### src/rtl/cart_bs_resolver.sv
// Cart bank-switch resolver: tracks loaded ROM size during a cart download,
// waits for the byte-pattern detector to settle, then registers the final
// bank-switch scheme and Superchip enable for the mapper.
// Ports:
//   clk, reset_n        clock, asynchronous active-low reset
//   dl_active, dl_wr    download level and byte-write strobe
//   dl_addr[16:0]       byte address of current write
//   ext_bs[3:0]         scheme from file extension (0 = none)
//   det_bs[3:0], det_sc detector scheme code and Superchip flag
//   bs_out, sc_out      resolved scheme and Superchip enable
//   rom_size[16:0]      loaded size in bytes (saturating)
//   valid, done         result valid (held), one-cycle completion pulse
module cart_bs_resolver #(
  parameter int unsigned SETTLE_CYCLES = 4
) (
  input  logic        clk,
  input  logic        reset_n,
  input  logic        dl_active,
  input  logic        dl_wr,
  input  logic [16:0] dl_addr,
  input  logic [3:0]  ext_bs,
  input  logic [3:0]  det_bs,
  input  logic        det_sc,
  output logic [3:0]  bs_out,
  output logic        sc_out,
  output logic [16:0] rom_size,
  output logic        valid,
  output logic        done
);

  localparam int unsigned SIZE_W = 17;
  localparam int unsigned BS_W   = 4;
  localparam int unsigned CNT_W  = 4;

  typedef enum logic [2:0] {
    S_IDLE,
    S_LOAD,
    S_SETTLE,
    S_RESOLVE,
    S_DONE
  } state_e;

  state_e              state_q, state_d;
  logic [CNT_W-1:0]    cnt_q, cnt_d;
  logic [SIZE_W-1:0]   rom_size_q, rom_size_d;
  logic [BS_W-1:0]     bs_q, bs_d;
  logic                sc_q, sc_d;
  logic                valid_q, valid_d;
  logic                done_q, done_d;

  logic                wr_en_c;
  logic [SIZE_W:0]     wr_end_c;
  logic [SIZE_W-1:0]   wr_size_c;
  logic [BS_W-1:0]     bs_res_c;
  logic                sc_res_c;

  // End address of the current write, saturated to 17 bits; writes only count while downloading.
  assign wr_en_c   = dl_active & dl_wr;
  assign wr_end_c  = {1'b0, dl_addr} + (SIZE_W+1)'(1);
  assign wr_size_c = wr_end_c[SIZE_W] ? {SIZE_W{1'b1}} : wr_end_c[SIZE_W-1:0];

  // Scheme resolution: extension override, then size rules gating the detector.
  always_comb begin
    bs_res_c = det_bs;
    if (ext_bs != BS_W'(0)) begin
      bs_res_c = ext_bs;
    end else if (rom_size_q <= SIZE_W'(4096)) begin
      bs_res_c = (det_bs == BS_W'(9)) ? BS_W'(9) : BS_W'(0);
    end else begin
      case (rom_size_q)
        SIZE_W'(8192): begin
          if (det_bs == BS_W'(3) || det_bs == BS_W'(4) || det_bs == BS_W'(5)) bs_res_c = det_bs;
          else                                                                 bs_res_c = BS_W'(1);
        end
        SIZE_W'(10240),
        SIZE_W'(10495): bs_res_c = BS_W'(7);
        SIZE_W'(12288): bs_res_c = BS_W'(8);
        SIZE_W'(16384): begin
          if (det_bs == BS_W'(5) || det_bs == BS_W'(12)) bs_res_c = det_bs;
          else                                           bs_res_c = BS_W'(2);
        end
        SIZE_W'(32768): bs_res_c = (det_bs == BS_W'(5)) ? BS_W'(5) : BS_W'(6);
        SIZE_W'(65536): bs_res_c = (det_bs == BS_W'(5)) ? BS_W'(5) : BS_W'(13);
        default:        bs_res_c = det_bs;
      endcase
    end
  end

  // Superchip RAM only exists on F8/F6/F4 boards.
  assign sc_res_c = det_sc & ((bs_res_c == BS_W'(1)) | (bs_res_c == BS_W'(2)) |
                              (bs_res_c == BS_W'(6)));

  // Next-state and output logic.
  always_comb begin
    state_d    = state_q;
    cnt_d      = cnt_q;
    rom_size_d = rom_size_q;
    bs_d       = bs_q;
    sc_d       = sc_q;
    valid_d    = valid_q;
    done_d     = 1'b0;
    case (state_q)
      S_IDLE, S_DONE: begin
        if (dl_active) begin
          state_d    = S_LOAD;
          rom_size_d = wr_en_c ? wr_size_c : SIZE_W'(0);
          bs_d       = BS_W'(0);
          sc_d       = 1'b0;
          valid_d    = 1'b0;
        end
      end
      S_LOAD: begin
        if (!dl_active) begin
          state_d = S_SETTLE;
          cnt_d   = CNT_W'(SETTLE_CYCLES - 1);
        end else if (wr_en_c && (wr_size_c > rom_size_q)) begin
          rom_size_d = wr_size_c;
        end
      end
      S_SETTLE: begin
        // A new download before the result is taken restarts size tracking.
        if (dl_active) begin
          state_d    = S_LOAD;
          cnt_d      = CNT_W'(0);
          rom_size_d = wr_en_c ? wr_size_c : SIZE_W'(0);
        end else if (cnt_q == CNT_W'(0)) begin
          state_d = S_RESOLVE;
        end else begin
          cnt_d = cnt_q - CNT_W'(1);
        end
      end
      S_RESOLVE: begin
        bs_d    = bs_res_c;
        sc_d    = sc_res_c;
        valid_d = 1'b1;
        done_d  = 1'b1;
        state_d = S_DONE;
      end
      default: state_d = S_IDLE;
    endcase
  end

  // State and output registers.
  always_ff @(posedge clk or negedge reset_n) begin
    if (!reset_n) begin
      state_q    <= S_IDLE;
      cnt_q      <= '0;
      rom_size_q <= '0;
      bs_q       <= '0;
      sc_q       <= 1'b0;
      valid_q    <= 1'b0;
      done_q     <= 1'b0;
    end else begin
      state_q    <= state_d;
      cnt_q      <= cnt_d;
      rom_size_q <= rom_size_d;
      bs_q       <= bs_d;
      sc_q       <= sc_d;
      valid_q    <= valid_d;
      done_q     <= done_d;
    end
  end

  assign bs_out   = bs_q;
  assign sc_out   = sc_q;
  assign rom_size = rom_size_q;
  assign valid    = valid_q;
  assign done     = done_q;

endmodule

### config.mk
export PLATFORM = sky130hd
export DESIGN_NAME = cart_bs_resolver
export DESIGN_NICKNAME = d
export VERILOG_FILES = /design/src/rtl/cart_bs_resolver.sv
export SDC_FILE = /design/constraint.sdc
export NUM_CORES = 1
export LEC_CHECK = 0
export CAP_MARGIN = 0
export CORE_UTILIZATION = 30
export DETAILED_ROUTE_END_ITERATION = 7
export PLACE_DENSITY_LB_ADDON = 0.1
export SETUP_SLACK_MARGIN = 0.3
export SYNTH_ARGS = -nofsm -noshare
export SYNTH_HDL_FRONTEND = slang
export SYNTH_SLANG_ARGS = --single-unit
### constraint.sdc
create_clock -name clk -period 4.8 [get_ports clk]
set_input_delay 0.96 -clock clk [delete_from_list [all_inputs] [get_ports clk]]
set_output_delay 0.96 -clock clk [all_outputs]
set_load 0.01 [all_outputs]
# Yosys cells after proc, flatten, opt, wreduce, memory -nomap -nowiden
# Cells that the tools add are included.
# totals
reg_bits	31
out_inout_bits	24
# classes
addsub	2
magnitude_cmp	2
eq_ne	26
muxes	29
n_bitwise	4
reduce_logical	17
# op_table
operator	n
17-bit two-way mux	5
17-bit by 14-bit equality test with 1-bit output, second input constant	4
4-bit two-way mux	10
17-bit case mux with 2 select lines	1
4-bit case mux with 6 select lines	1
17-bit by 1-bit adder with 18-bit output, second input constant	1
17-bit by 15-bit equality test with 1-bit output, second input constant	1
17-bit by 16-bit equality test with 1-bit output, second input constant	1
17-bit equality test, second input constant	1
17-bit > comparator	1
17-bit by 13-bit less-or-equal comparator with 1-bit output, second input constant	1
4-bit case mux with 2 select lines	2
4-bit by 3-bit equality test with 1-bit output, second input constant	3
3-bit two-way mux	4
3-bit case mux with 4 select lines	1
4-bit by 2-bit equality test with 1-bit output, second input constant	2
4-bit equality test, second input constant	2
2-bit != test, second input constant	4
3-bit by 2-bit equality test with 1-bit output, second input constant	2
3-bit != test, second input constant	2
3-bit AND reduction	2
2-bit nonzero test	3
4-bit by 1-bit equality test with 1-bit output, second input constant	1
4-bit logical NOT	1
17 further kinds	24

# Longest topological paths before layout
# Gate-level depths: netlist of run 1.
# depth
ltp_word	12
ltp_mapped	17
ltp_nobuf	15

# Worst setup path before layout of run 1
# Ideal clock, no wire load.
# synth_timing
path_kind	input to register
startpoint	in dl_addr[10]
endpoint	reg rom_size_q[10], in the netlist rom_size[10]
setup_time_ns	0.125
arrival_time_ns	4.274
required_time_ns	4.675
setup_slack_ns	0.401
cell_stages	17
n_path_buf	3
cell_sequence	and3_1 > and3_1 > and4_1 > nand2_1 > clkbuf_1 > clkbuf_1 > nand2_1 > ha_1 > nand4_1 > nor3_1 > nand4_1 > nand3b_1 > a21oi_1 > o21ai_0 > a31oi_1 > buf_2 > mux2_2
# synth_via
elab_chain_cells	6
# synth_rtl
item	line	text
from (decl)	20	input logic [16:0] dl_addr,
17-bit by 1-bit adder with 18-bit output *	59	assign wr_end_c = {1'b0, dl_addr} + (SIZE_W+1)'(1);
17-bit two-way mux *	60	assign wr_size_c = wr_end_c[SIZE_W] ? {SIZE_W{1'b1}} : wr_end_c[SIZE_W-1:0];
17-bit > comparator	116	end else if (wr_en_c && (wr_size_c > rom_size_q)) begin
1-bit logical AND	116	
2-bit != test (no line)	--	
4-bit AND reduction (no line)	--	
to (signal assigned)	156	rom_size_q <= rom_size_d;
to (decl)	45	logic [SIZE_W-1:0] rom_size_q, rom_size_d;
# Every way passes the cells marked *; elsewhere a longest branch is shown, timed or not. The select of a mux whose other input is x is not followed.
# A chain may end at the register's enable or synchronous reset.

# Final worst setup path of run 1
# layout_timing
startpoint	in dl_addr[1]
endpoint	reg rom_size_q[15], in the netlist rom_size[15]
# Same word-level chain as after synthesis.

==> run metrics, run 1 <==
outcome complete, no violations; post-synth top area share between 20 and 30%; CP Class in2reg; final net count 420; Final WS setup 0.638 ns; DP Area ~3300 sq um; Pleak 1.43 nW; Max-cap violations 0; R2R depth 8; Area Overhead vs Synth 30.1%; synth warn 0; Area contributors post-synth dfrtp_1 (29%), ha_1 (9.4%), mux2_2 (6.8%), a21oi_1 (5.1%), nand2_1 (4.5%); Synth Register Bits 31; Worst R2R Start rom_size[0]; CTS H-tree depth 2; RSZ-0062 raised after global routing false; Post-synth EDFFs 0; area leader, netlist dfrtp_1; worst hold path class reg2reg; Mean Syn Cell Area 8.44 sq um; Top FF cell, synth dfrtp_1; metal3 WL 318 um; routability cong. ~0.79; Seq/Total Area, Yosys slightly below 30%; Metal-1 WL about 3500 um; hpwl dp ~5500 um; Tot GR Track Use 16.3%; Antenna diodes 0; Critical Path RT 4.97 ns; final hold violation count 0; final setup violation count 0; CTS tree done; Fillers around 940; Die Y roughly 96 um; largest net degree at the start of global routing 32; Crit path depth 17; CTS Buffer Depth 2; DR WL/cell approximately 15 um; final non-filler cell area approximately 3500 sq um; initial core utilization 30.7%; crit path to rom_size[15]; CP cell instances clkdlybuf4s50_1 -> ha_1 -> nand2_1 -> nor2_1 -> nand4_1 -> xor2_1 -> nand2_1 -> ha_1 -> nand4_1 -> nor3_1 -> nand4_1 -> nand3b_1 -> a21oi_1 -> o21ai_0 -> a31oi_1 -> buf_4 -> mux2_2; Residual DRC 0; CP startpoint kind input port; Period minus WS final approximately 4.2 ns; vias in the first global route ~2400; final core utilization 40.0%; setup_tns 0 ns; post-placement setup slack around 0.24 ns; Power Density 479 nW/um^2; grt total ovfl 0; max_slew headroom between 50% and 60%; DR top layer met4; IO Pins 54; Fmax achieved about 240 MHz; Synth async-reset ratio 100%; most instantiated cells after synthesis nand2_1 (32), dfrtp_1 (31), a21oi_1 (27); CTS clk-pin slew, worst paths roughly 0.070 ns; DRT antenna net count 0; Worst-Margin Slew 0.626 ns; CP Max Fanout 9; Pins Over Slew Limit 0; via/cell ratio between 5 and 6; cell with the most instances after synthesis nand2_1; maximum VDD drop around 270 uV; Slowest-stage cell, CP clkdlybuf4s50_1; CP dominant cell by count nand4_1; Synth Net Count ~370; FF-to-FF End sc_out; TritonRoute pass-1 iters 4; share of cells above drive strength 1 between 10 and 15%; Critical path buffers and inverters 2; Critical Path AT approximately 4.3 ns; initial antenna violation count 0; Worst Skew approximately 0.0079 ns; first-pass GRT wire length between 10000 and 15000 um; clk sink count 31; Syn Std Cell Area roughly 2700 sq um; area of the multi-input gates approximately 1800 sq um; CTS Buf Count 5; die area 9270 sq um; Worst-Skew Late Latency approximately 0.29 ns; Hold WS about 0.49 ns; Critical Path Max Stage Delay ~0.54 ns; CTS Root Cell clkbuf_8; Worst Setup SP dl_addr[1]; Port Buffer Count 53; Synth Instances 316; fin crit share around 87%; post-CTS setup buffers 0; routed wire length between 7000 and 8000 um; CP Capture Type flip-flop; Top delay family on crit path simple AND/OR/NAND/NOR gates; FF+latch area just under 800 sq um; die width 96.3 um; Reg2Reg Setup Slack around 2.1 ns; DR vias roughly 2500; number of distinct library cells after synthesis 50; wire length on met2 around 3200 um; Core Box Area just under 9000 sq um; DR iter-0 viols between 100 and 150; row cnt 34
## placed cells by master (no fill, tap or decap), drive strengths merged, types with 3 or more instances in the layout
cell type and n:
mux2 17, nand3 9, nor2b 8, nand2b 5, and3 5, ha 20
o21ai 17, a22o 3, nor4 6, a21oi 27, nand2 32, mux2i 3
xor2 8, inv 23, xnor2 6, nor2 17, clkbuf 6, nand4 12
buf 5, dfrtp 31, clkdlybuf4s50 53, or4 3, nor3 8, o21a 5
or3 4, a21o 4, a31oi 7
## through the flow
step | total power [W] | std cells
after detailed placement | 0.00140 | 471
after CTS | 0.00169 | 479
after global routing | 0.00182 | 479
final | 0.00166 | 479
after global placement | 0.00140 | 471
after floorplan | 0.00104 | 316
## state kept, by name (all words and copies together) (netlist names)
register / count
done: 1
sc_out: 1
valid: 1
bs_out: 4
cnt_q: 4
state_q: 3
rom_size: 17
## per-layer routing
layer,GRT usage [%],vias to the layer above
met5,0,-
met4,4.53,0
met3,2.69,11
met2,25.8,62
met1,22.6,1166
li1,-,1263
## layout make-up
cell class,instances,share of cell area (%)
inverter,23,2.49
clock buffer,6,2.38
timing repair buffer,58,16.7
clock inverter,2,1.01
tap,108,3.89
multi-input combinational,251,51.2
sequential,31,22.4
## timing repair
item / CTS / global route
endpoints found under the setup margin: 0 / 16
endpoints found under the hold margin: 0 / 0
gates resized for setup: 0 / 3
hold buffers: 0 / 0
## logic make-up after synthesis
family | after synthesis | share of synthesized area (%)
AO/OA/AOI/OAI | 79 | 18.4
XOR/XNOR | 14 | 4.60
adder cells (fa/ha/maj) | 20 | 9.38
buffers and inverters | 34 | 4.83
flip-flops | 31 | 29.1
multiplexers | 20 | 8.44
AND/OR/NAND/NOR | 118 | 25.2
## power breakdown
group	total (W)	switching [W]	internal (W)
combinational	0.000842	0.000391	0.000450
sequential	0.000548	0.000181	0.000368
clock	0.000274	0.000106	0.000168
## worst min path at each step
stage	from	to	slack, ns	depth (start not counted)
finish	bs_out[3]	bs_out[3]	0.49	2
global route	bs_out[1]	bs_out[1]	0.54	1
CTS	bs_out[3]	bs_out[3]	0.49	2
detailed placement	bs_out[3]	bs_out[3]	0.48	2
global placement	bs_out[0]	bs_out[0]	0.47	2
floorplan	cnt_q[1]	cnt_q[1]	0.49	1
## tightest hold or removal path: stages (launching register included)
cell and delay [ns]:
dfrtp_1 0.34, nand2_1 0.04, o21ai_0 0.06
Note: power is estimated with default switching activity, not from simulation.
==> run 2, diff against run 1 <==
CORE_UTILIZATION = 52   (was 30)
SKIP_LAST_GASP = 1   (was default)
==> run 2 against run 1 <==
Utilization rose by 30 points. Global-route usage grew 10 points. Via count increased by 1.7%. Sequential power is 0.7% lower. Critical path type unchanged. Critical path depth stayed put. Final cell count fell by 8.4%. Final area shrank 2.3%. Clock skew down 0.0060 ns. Die area is 42% lower. Flip-flop and latch count did not move.
==> run metrics, run 2 (synthesis results as in run 1) <==
outcome complete, no violations; cts hold-fix bufs 0 (unchanged); maximum VDD drop 379 uV (+38%); Die Y 73.6 um (-24%); max reg flops 17 (unchanged); routed wire length 6670 um (-5.3%); final core utilization 70.4% (+30 points); post-placement setup slack 0.169 ns (-0.0739 ns); Worst-Margin Slew 0.592 ns (-0.0336 ns); Antenna diodes 0 (unchanged); commonest non-fill, non-tap cells in the layout clkdlybuf4s50_1 (53), nand2_1 (32), dfrtp_1 (31), a21oi_1 (27), inv_1 (23); Critical Path RT 4.96 ns (about the same); die area 5420 sq um (-42%); final non-filler cell area 3390 sq um (-2.3%); first-pass GRT wire length 10900 um (-5.9%); most common cell after layout, fill and taps aside clkdlybuf4s50_1; Reg2Reg Setup Slack 2.15 ns (about the same); Max-cap violations 0 (unchanged); R2R depth 8 (unchanged); Period minus WS final 4.24 ns (+0.0750 ns); Port Buffer Count 53 (unchanged); TritonRoute pass-1 iters 4 (unchanged); cts repair resizes 0 (unchanged); CTS Buf Count 5 (unchanged); CTS H-tree depth 2 (unchanged); final hold violation count 0 (unchanged); Hold Path Cell Cnt 2 (unchanged); via/cell ratio 5.80 (+11%); CTS Buffer Depth 2 (unchanged); final net count 421 (+0.24%); grt total ovfl 0 (unchanged); Slowest-stage cell, CP clkdlybuf4s50_1; Pins Over Slew Limit 0 (unchanged); DRT antenna net count 0 (unchanged); CP startpoint kind input port; Worst Skew 0.00187 ns (-0.00601 ns); row cnt 25 (-26%); max_slew headroom 60.1% (+2.4 points); Area Overhead vs Synth 27.1%; Core Box Area 4820 sq um (-44%); IO Pins 54 (unchanged); DR vias 2545 (+1.7%); vias in the first global route 2330 (-1.2%); CTS tree done; DR iter-0 viols 97 (-10%); Pleak 1.41 nW (-1.5%); die width 73.6 um (-24%); post-CTS setup buffers 0 (unchanged); clk sink count 31 (unchanged); final setup violation count 0 (unchanged); CTS clk-pin slew, worst paths 0.06 ns (about the same); CP Capture Type flip-flop; Final WS setup 0.563 ns (-0.0750 ns); initial antenna violation count 0 (unchanged); Critical Path AT 4.40 ns (+0.07 ns); DR WL/cell 15.2 um (+3.3%); Fillers 433 (-54%); RSZ-0062 raised after global routing false; fin crit share 88.3% (+1.6 points); Critical Path Max Stage Delay 0.53 ns (about the same); Residual DRC 0 (unchanged); Fmax achieved 236 MHz (-1.8%); CP Max Fanout 7 (-2); routability cong. 0.835 (+6.0%); CP Class in2reg; setup_tns 0 ns (unchanged); CP cell instances clkdlybuf4s50_1 -> and3_1 -> nand3_1 -> nor2_4 -> and3_1 -> nand3_1 -> o21a_1 -> ha_1 -> nand4_1 -> nor3_1 -> nand4_1 -> nand3b_1 -> a21oi_1 -> o21ai_0 -> a31oi_1 -> buf_4 -> mux2_2; Power Density 474 nW/um^2 (-1.0%); largest net degree at the start of global routing 32 (unchanged); share of cells above drive strength 1 11.3% (+0.24 points); worst hold path class reg2reg; initial core utilization 55.4% (+25 points); hpwl dp 5110 um (-7.0%); CTS Root Cell clkbuf_8; Tot GR Track Use 26.6% (+10 points); Worst-Skew Late Latency 0.28 ns (about the same); DP Area 3280 sq um (-1.7%)
## run 2: cell count changes in the layout (fill, tap and decap cells not counted)
cell and delta:
buf_4 +2, a41oi_1 -1, a41oi_2 +1, buf_12 -1
bufinv_16 -1, clkbuf_1 +1, clkbuf_8 -1, clkinvlp_4 +1
## run 2: layer usage
metal  part of all wire (%)  vias up  track usage (%)
met4                   0.84        0             6.20
met5                      0        -                0
li1                       -     1270                -
met1                     47     1208             36.0
met2                     48       61             44.2
met3                    3.9        6             4.53
## run 2: worst max-delay path: cells and delay by family
| family | cells | cell delay [ns] |
|---|---|---|
| and+or+nand+nor | 9 | 1.43 |
| buffers and inverters | 2 | 0.75 |
| AOI/OAI and AO/OA | 4 | 0.62 |
| muxes | 1 | 0.36 |
| adders and majority gates | 1 | 0.28 |
## run 2: final cells by class
class	instances	area, sq um	share of cell area (%)
clock buffers	6	72.6	2.14
clock inverters	2	12.5	0.369
inverters	23	86.3	2.55
multi-input cells	251	1780	52.6
flip-flops and latches	31	776	22.9
well taps	67	83.8	2.47
repair buffers	59	576	17.0
## run 2: report_power, final
| part | leakage (nW) | switching [W] | internal [W] |
|---|---|---|---|
| clock | 0.0412 | 0.0000987 | 0.000101 |
| sequential | 0.397 | 0.000176 | 0.000368 |
| combinational | 0.975 | 0.000408 | 0.000456 |
## run 2: path summary, 6_finish.rpt
check | end | from
worst max register to register | sc_out | rom_size[1]
worst min register to register | bs_out[3] | bs_out[3]
max in group asynchronous | bs_out[2] | reset_n
min in group asynchronous | rom_size[10] | reset_n
worst min-delay path | bs_out[3] | bs_out[3]
worst max-delay path | rom_size[1] | dl_addr[2]
## run 2: metrics by stage
| stage | cells | hold slack, ns | power (W) |
|---|---|---|---|
| final | 439 | 0.487 | 0.00161 |
| after floorplan | 316 | 0.489 | 0.00104 |
| after global routing | 439 | 0.540 | 0.00174 |
| after detailed placement | 431 | 0.476 | 0.00140 |
| after CTS | 439 | 0.491 | 0.00161 |
| after global placement | 431 | 0.472 | 0.00138 |
